==> src/rtl/uart_pkg.sv <==
// Definitions shared by the UART transmitter and receiver: FSM state
// encoding, parity-mode constants and the default bit timing.
package uart_pkg;

    typedef enum logic [2:0] {
        IDLE,
        START,
        DATA,
        PARITY,
        STOP
    } uart_state_e;

    localparam bit UART_PARITY_EVEN = 1'b0;
    localparam bit UART_PARITY_ODD  = 1'b1;

    localparam int unsigned UART_CLKS_PER_BIT_DEFAULT = 16;

endpackage

==> src/rtl/uart_tx_if.sv <==
// Producer-side valid/ready word channel into the UART transmitter.
interface uart_tx_if #(
    parameter int unsigned DATA_BITS = 8
);
    logic [DATA_BITS-1:0] Tx_Data;
    logic                 Tx_Valid;
    logic                 Tx_Ready;

    modport master (output Tx_Data, output Tx_Valid, input  Tx_Ready);
    modport slave  (input  Tx_Data, input  Tx_Valid, output Tx_Ready);
endinterface

==> src/rtl/uart_baud_cnt.sv <==
// Bit-period counter: runs 0..CLKS_PER_BIT-1 while not cleared and flags
// the last cycle of each bit with o_tick. Shared by the TX and RX paths.
module uart_baud_cnt
    import uart_pkg::*;
#(
    parameter int unsigned CLKS_PER_BIT = UART_CLKS_PER_BIT_DEFAULT
) (
    input  logic Clk,
    input  logic Rst_n,
    input  logic i_clear,
    output logic o_tick
);
    localparam int unsigned   CW   = $clog2(CLKS_PER_BIT);
    localparam logic [CW-1:0] LAST = CW'(CLKS_PER_BIT - 1);

    logic [CW-1:0] r_cnt;
    logic          w_wrap;

    assign w_wrap = (r_cnt == LAST);
    assign o_tick = w_wrap && !i_clear;

    always_ff @(posedge Clk or negedge Rst_n) begin
        if (!Rst_n) begin
            r_cnt <= '0;
        end else if (i_clear || w_wrap) begin
            r_cnt <= '0;
        end else begin
            r_cnt <= r_cnt + 1'b1;
        end
    end
endmodule

==> src/rtl/uart_tx.sv <==
// UART transmitter: takes words over a valid/ready channel and shifts them
// out LSB-first as start, data, optional parity and stop bits on TX.
module uart_tx
    import uart_pkg::*;
#(
    parameter int unsigned CLKS_PER_BIT = UART_CLKS_PER_BIT_DEFAULT,
    parameter int unsigned DATA_BITS    = 8,
    parameter bit          PARITY_EN    = 1'b0,
    parameter bit          PARITY_ODD   = UART_PARITY_EVEN,
    parameter int unsigned STOP_BITS    = 1
) (
    input  logic       Clk,
    input  logic       Rst_n,
    uart_tx_if.slave   Tx_Bus,
    output logic       Tx_Busy,
    output logic       TX
);
    localparam logic [2:0] LAST_DATA = 3'(DATA_BITS - 1);
    localparam logic [2:0] LAST_STOP = 3'(STOP_BITS - 1);

    uart_state_e          r_state;
    logic [DATA_BITS-1:0] r_shift;
    logic [2:0]           r_bit_cnt;
    logic                 r_parity;
    logic                 r_tx;
    logic                 r_busy;

    logic w_tick;
    logic w_baud_clear;
    logic w_ready;
    logic w_accept;

    assign w_baud_clear = (r_state == IDLE);

    uart_baud_cnt #(
        .CLKS_PER_BIT (CLKS_PER_BIT)
    ) u_baud (
        .Clk     (Clk),
        .Rst_n   (Rst_n),
        .i_clear (w_baud_clear),
        .o_tick  (w_tick)
    );

    // Ready in the last stop cycle lets the next start bit follow with no gap.
    assign w_ready  = (r_state == IDLE) ||
                      ((r_state == STOP) && w_tick && (r_bit_cnt == LAST_STOP));
    assign w_accept = Tx_Bus.Tx_Valid && w_ready;

    assign Tx_Bus.Tx_Ready = w_ready;
    assign Tx_Busy         = r_busy;
    assign TX              = r_tx;

    always_ff @(posedge Clk or negedge Rst_n) begin
        if (!Rst_n) begin
            r_state   <= IDLE;
            r_shift   <= '0;
            r_bit_cnt <= '0;
            r_parity  <= 1'b0;
            r_tx      <= 1'b1;
            r_busy    <= 1'b0;
        end else if (w_accept) begin
            r_state   <= START;
            r_shift   <= Tx_Bus.Tx_Data;
            r_parity  <= (^Tx_Bus.Tx_Data) ^ PARITY_ODD;
            r_bit_cnt <= '0;
            r_tx      <= 1'b0;
            r_busy    <= 1'b1;
        end else begin
            case (r_state)
                IDLE: begin
                    r_tx   <= 1'b1;
                    r_busy <= 1'b0;
                end
                START: if (w_tick) begin
                    r_state   <= DATA;
                    r_tx      <= r_shift[0];
                    r_bit_cnt <= '0;
                end
                DATA: if (w_tick) begin
                    if (r_bit_cnt == LAST_DATA) begin
                        r_bit_cnt <= '0;
                        if (PARITY_EN) begin
                            r_state <= PARITY;
                            r_tx    <= r_parity;
                        end else begin
                            r_state <= STOP;
                            r_tx    <= 1'b1;
                        end
                    end else begin
                        r_bit_cnt <= r_bit_cnt + 1'b1;
                        r_shift   <= r_shift >> 1;
                        r_tx      <= r_shift[1];
                    end
                end
                PARITY: if (w_tick) begin
                    r_state   <= STOP;
                    r_tx      <= 1'b1;
                    r_bit_cnt <= '0;
                end
                STOP: if (w_tick) begin
                    if (r_bit_cnt == LAST_STOP) begin
                        r_state <= IDLE;
                        r_busy  <= 1'b0;
                    end else begin
                        r_bit_cnt <= r_bit_cnt + 1'b1;
                    end
                end
                default: begin
                    r_state <= IDLE;
                    r_tx    <= 1'b1;
                    r_busy  <= 1'b0;
                end
            endcase
        end
    end
endmodule
==> src/flat_wrapper.sv <==
// flat-port wrapper written by rule: the top's interface ports become plain ports
module uart_tx_flat import uart_pkg::*;
#(
    parameter int unsigned CLKS_PER_BIT = UART_CLKS_PER_BIT_DEFAULT,
    parameter int unsigned DATA_BITS    = 8,
    parameter bit          PARITY_EN    = 1'b0,
    parameter bit          PARITY_ODD   = UART_PARITY_EVEN,
    parameter int unsigned STOP_BITS    = 1
)
  (Clk, Rst_n, Tx_Busy, TX, Tx_Bus_Tx_Data, Tx_Bus_Tx_Valid, Tx_Bus_Tx_Ready);
  uart_tx_if #(.DATA_BITS(DATA_BITS)) Tx_Bus_i ();
  input  logic Clk;
  input  logic Rst_n;
  output logic Tx_Busy;
  output logic TX;
  input wire logic [$bits(Tx_Bus_i.Tx_Data)-1:0] Tx_Bus_Tx_Data;
  input wire logic [$bits(Tx_Bus_i.Tx_Valid)-1:0] Tx_Bus_Tx_Valid;
  output wire logic [$bits(Tx_Bus_i.Tx_Ready)-1:0] Tx_Bus_Tx_Ready;
  assign Tx_Bus_i.Tx_Data = Tx_Bus_Tx_Data;
  assign Tx_Bus_i.Tx_Valid = Tx_Bus_Tx_Valid;
  assign Tx_Bus_Tx_Ready = Tx_Bus_i.Tx_Ready;
  uart_tx #(.CLKS_PER_BIT(CLKS_PER_BIT), .DATA_BITS(DATA_BITS), .PARITY_EN(PARITY_EN), .PARITY_ODD(PARITY_ODD), .STOP_BITS(STOP_BITS)) u_core (.Clk(Clk), .Rst_n(Rst_n), .Tx_Bus(Tx_Bus_i), .Tx_Busy(Tx_Busy), .TX(TX));
endmodule
==> config.mk <==
export PLATFORM = sky130hd
export DESIGN_NAME = uart_tx_flat
export DESIGN_NICKNAME = d
export VERILOG_FILES = /design/src/rtl/uart_pkg.sv /design/src/rtl/uart_tx_if.sv /design/src/rtl/uart_baud_cnt.sv /design/src/rtl/uart_tx.sv /design/src/flat_wrapper.sv
export SDC_FILE = /design/constraint.sdc
export NUM_CORES = 1
export LEC_CHECK = 0
export ABC_AREA = 1
export BUFFER_PORTS_ARGS = -buffer_cell sky130_fd_sc_hd__buf_2
export CAP_MARGIN = 5
export CORE_MARGIN = 3
export CORE_UTILIZATION = 55
export CTS_CLUSTER_DIAMETER = 120
export DETAILED_ROUTE_END_ITERATION = 8
export PLACE_DENSITY = 0.76
export SLEW_MARGIN = 15
export SYNTH_ARGS = -nofsm -noshare
export SYNTH_HDL_FRONTEND = slang
export SYNTH_SLANG_ARGS = --single-unit
==> constraint.sdc <==
create_clock -name Clk -period 1.9 [get_ports Clk]
set_input_delay 0.38 -clock Clk [delete_from_list [all_inputs] [get_ports Clk]]
set_output_delay 0.38 -clock Clk [all_outputs]
set_load 0.05 [all_outputs]
==> key figures <==
Finish
  – Post-route cell area: 1490 um2
  – Layout cells sized above 1: 26.8%
  – Area growth syn-to-layout: 16.8%
  – Commonest cells after routing, fill and taps aside: nand2_1 (46), nand3_1 (22), inv_1 (18)
  – Fin cells: 210
  – ANT cells: 0
  – Final core utilization: 71.3%
  – Commonest non-fill, non-tap cell in the layout: nand2_1
  – Final nets: 199

Setup path
  – Worst Path Max Fanout: 5
  – CP peak stage delay: 0.41 ns
  – Crit-path cells: inv_1 -> ha_2 -> inv_2 -> nor2_4 -> nand3_4 -> nand2_8 -> buf_8
  – Worst EP required: 1.52 ns
  – Critical path class: flip-flop to output pin
  – Arr. time, crit path: 1.47 ns
  – CP startpoint kind: flip-flop
  – CP endpoint kind: output pin
  – Crit path max-delay cell type: dfrtp_1

Drt
  – Metal2 WL: 1240 um
  – Total vias in the final route: 1,089
  – Met3 Routed Length: 118 um
  – Drt drc: 0
  – Pre-antenna DRT Iters: 4
  – DRT antenna net count: 0
  – 1st-iter DRT viols: 17
  – Wire per inst: 11.9 um
  – Vias per cell: 5.19
  – Top sig layer: met4
  – Final wirelength: 2500 um
  – Length of routed wiring on met1: 1110 um

Clock tree
  – Root Driver: clkbuf_4
  – Worst-path clk slew: 0.11 ns
  – Num CTS Buffers: 3
  – Clock sink total: 20
  – CTS tree: yes
  – H-tree levels: 1
  – Clock Latency Late Sink: 0.30 ns
  – Max clock buf depth: 2

Synthesis
  – Ys Warns: 0
  – Synth Area in XOR/XNOR: 1.38%
  – Post-Synth Simple-Gate Area: 40.3%
  – Cell count after synthesis: 161
  – Synth top area cells: dfrtp_1 (37%), nand2_1 (14%), nand3_1 (8.7%), inv_1 (5.6%), nand3b_1 (4.1%)
  – Post-synth top area cell: dfrtp_1
  – Compound-gate portion of the synthesized area: 5.12%
  – Avg Cell Area, Syn: 7.90 um2
  – Synth cell types: 26
  – Seq cells post-synth: 20
  – Main combinational cell family by area after synthesis: simple AND/OR/NAND/NOR gates
  – Syn Std Cell Area: 1270 um2
  – Post-synthesis adder-cell area fraction: 3.94%
  – Syn nets: 176
  – Seq/Total Area, Yosys: 39.5%
  – Synth top area share: 37.4%
  – Multiplexer area fraction after synthesis: 0%

Worst hold path
  – Worst hold path class: input pin to async pin

Placement
  – Placed cell area: 1340 um2
  – Placed instance count: 199
  – IO Port Bufs: 13
  – Pre-CTS setup slack: 0.122 ns
  – GPL Wtd Cong: 0.859
  – Post-DP HPWL: 1840 um

Global routing
  – Vias in the first global route: 1,061
  – Antenna violations before repair: 0
  – Largest net degree at the start of global routing: 21
  – Total congestion overflow: 0
  – Total track usage: 21.0%
  – First-pass GRT wire length: 4430 um

Pwr
  – Total power: 2.14 mW
  – PwrDens: 1440 nW/um2
  – LEAKAGE: 0.781 nW
  – VDD IR-drop max: 0.863 mV

STA
  – Fmax: 540 MHz
  – Final Setup Violations: 0
  – Final WS setup: 0.0481 ns
  – Final Critical Period: 1.85 ns
  – Worst hold slack: 0.00462 ns
  – Slew margin rel.: 70.2%
  – Final Max Slew Viols: 0
  – Final TNS setup: 0 ns
  – Slew @ Worst Pin: 0.448 ns
  – Unrepaired setup endpoints after global routing: true
  – Clock skew: 0.00164 ns
  – Fin crit share: 97.5%
  – Endpoints failing hold: 0

Floorplan
  – Cell Rows: 16
  – DIE AREA: 2920 um2
  – Die X: 54.1 um
  – Die Ht: 54.1 um
  – Core area: 2080 um2
  – Initial Util: 61.1%
  – Ports: 14

Outcome
  – Run status: completed

Job
  – Max Cap Viol: 0
[cells by family (layout without fill, tap and decap cells)]
logic type / Yosys count / count (layout)
AND/OR/NAND/NOR: 97 / 97
adder cells (fa/ha/maj): 4 / 4
flip-flops: 20 / 20
XOR/XNOR: 2 / 2
AO/OA/AOI/OAI: 11 / 11
buffers and inverters: 27 / 49
[cells in the mapped netlist]
| library cell | number |
|---|---|
| o211ai_1 | 2 |
| nand4_1 | 1 |
| buf_8 | 1 |
| clkinv_4 | 1 |
| buf_6 | 1 |
| ha_1 | 4 |
| xor2_1 | 1 |
| o21ai_0 | 7 |
| nand3_1 | 22 |
| nand3_4 | 1 |
| nand2_8 | 2 |
| inv_1 | 19 |
| nor2_2 | 1 |
| nor2_4 | 2 |
| dfrtp_1 | 19 |
| xnor2_1 | 1 |
| nor2_1 | 9 |
| nand3b_1 | 7 |
| dfstp_2 | 1 |
| nand2_2 | 3 |
| a21boi_0 | 1 |
| nand2_4 | 1 |
| nand2_1 | 46 |
| nand3_2 | 2 |
| inv_2 | 5 |
| o21bai_1 | 1 |
[layout make-up]
cell class,instances,area [um2]
inverters,25,104
flip-flops and latches,20,504
repair buffers,20,128
multi-input cells,114,679
clock buffers,4,36.3
well taps,27,33.8
fillers,160,597
[sequential cells by signal, summed over array words and instances (netlist names)]
signal	cells
u_core.u_baud.r_cnt	4
u_core.r_bit_cnt	3
u_core.Tx_Busy	1
u_core.TX	1
u_core.r_state	3
u_core.r_shift	8
[power by group]
part           internal, mW  switching [mW]  total, mW  leakage (nW)
Sequential            0.612           0.167      0.779         0.241
Combinational         0.438           0.678       1.12         0.519
Clock                 0.117           0.133      0.250        0.0210
Total                  1.17           0.978       2.14         0.781
[worst max-delay path: cells and delay by family (launching register included)]
family | cells | cell delay [ns]
flops | 1 | 0.41
fa+ha+maj | 1 | 0.17
buf+inv | 3 | 0.25
simple gates | 3 | 0.34
[path summary, 6_finish.rpt]
path                                startpoint                 to  slack [ns]  depth (start not counted)
max in group asynchronous                Rst_n          u_core.TX        1.56                          1
max reg2reg                u_core.r_bit_cnt[0]  u_core.r_shift[4]        0.16                         12
max                        u_core.r_bit_cnt[1]    Tx_Bus_Tx_Ready        0.05                          7
min reg2reg                     u_core.Tx_Busy     u_core.Tx_Busy        0.51                          2
min in group Clk             Tx_Bus_Tx_Data[7]  u_core.r_shift[7]        0.32                          3
min                                      Rst_n  u_core.r_shift[0]       0.005                          1
[what timing repair did]
item                                    in CTS  in global routing
hold buffers                                 0                  0
resized for setup                           10                  5
hold endpoints to repair                     0                  0
endpoints found under the setup margin       1                  8
buffers inserted                             2                  5
pin swaps                                    0                  3
[per-layer routing]
| layer | GRT usage [%] | up-vias |
|---|---|---|
| met3 | 4.16 | 6 |
| li1 | - | 562 |
| met2 | 36.3 | 28 |
| met4 | 9.96 | 0 |
| met1 | 24.6 | 493 |
| met5 | 0 | - |
Note: power is estimated with default switching activity, not from simulation.
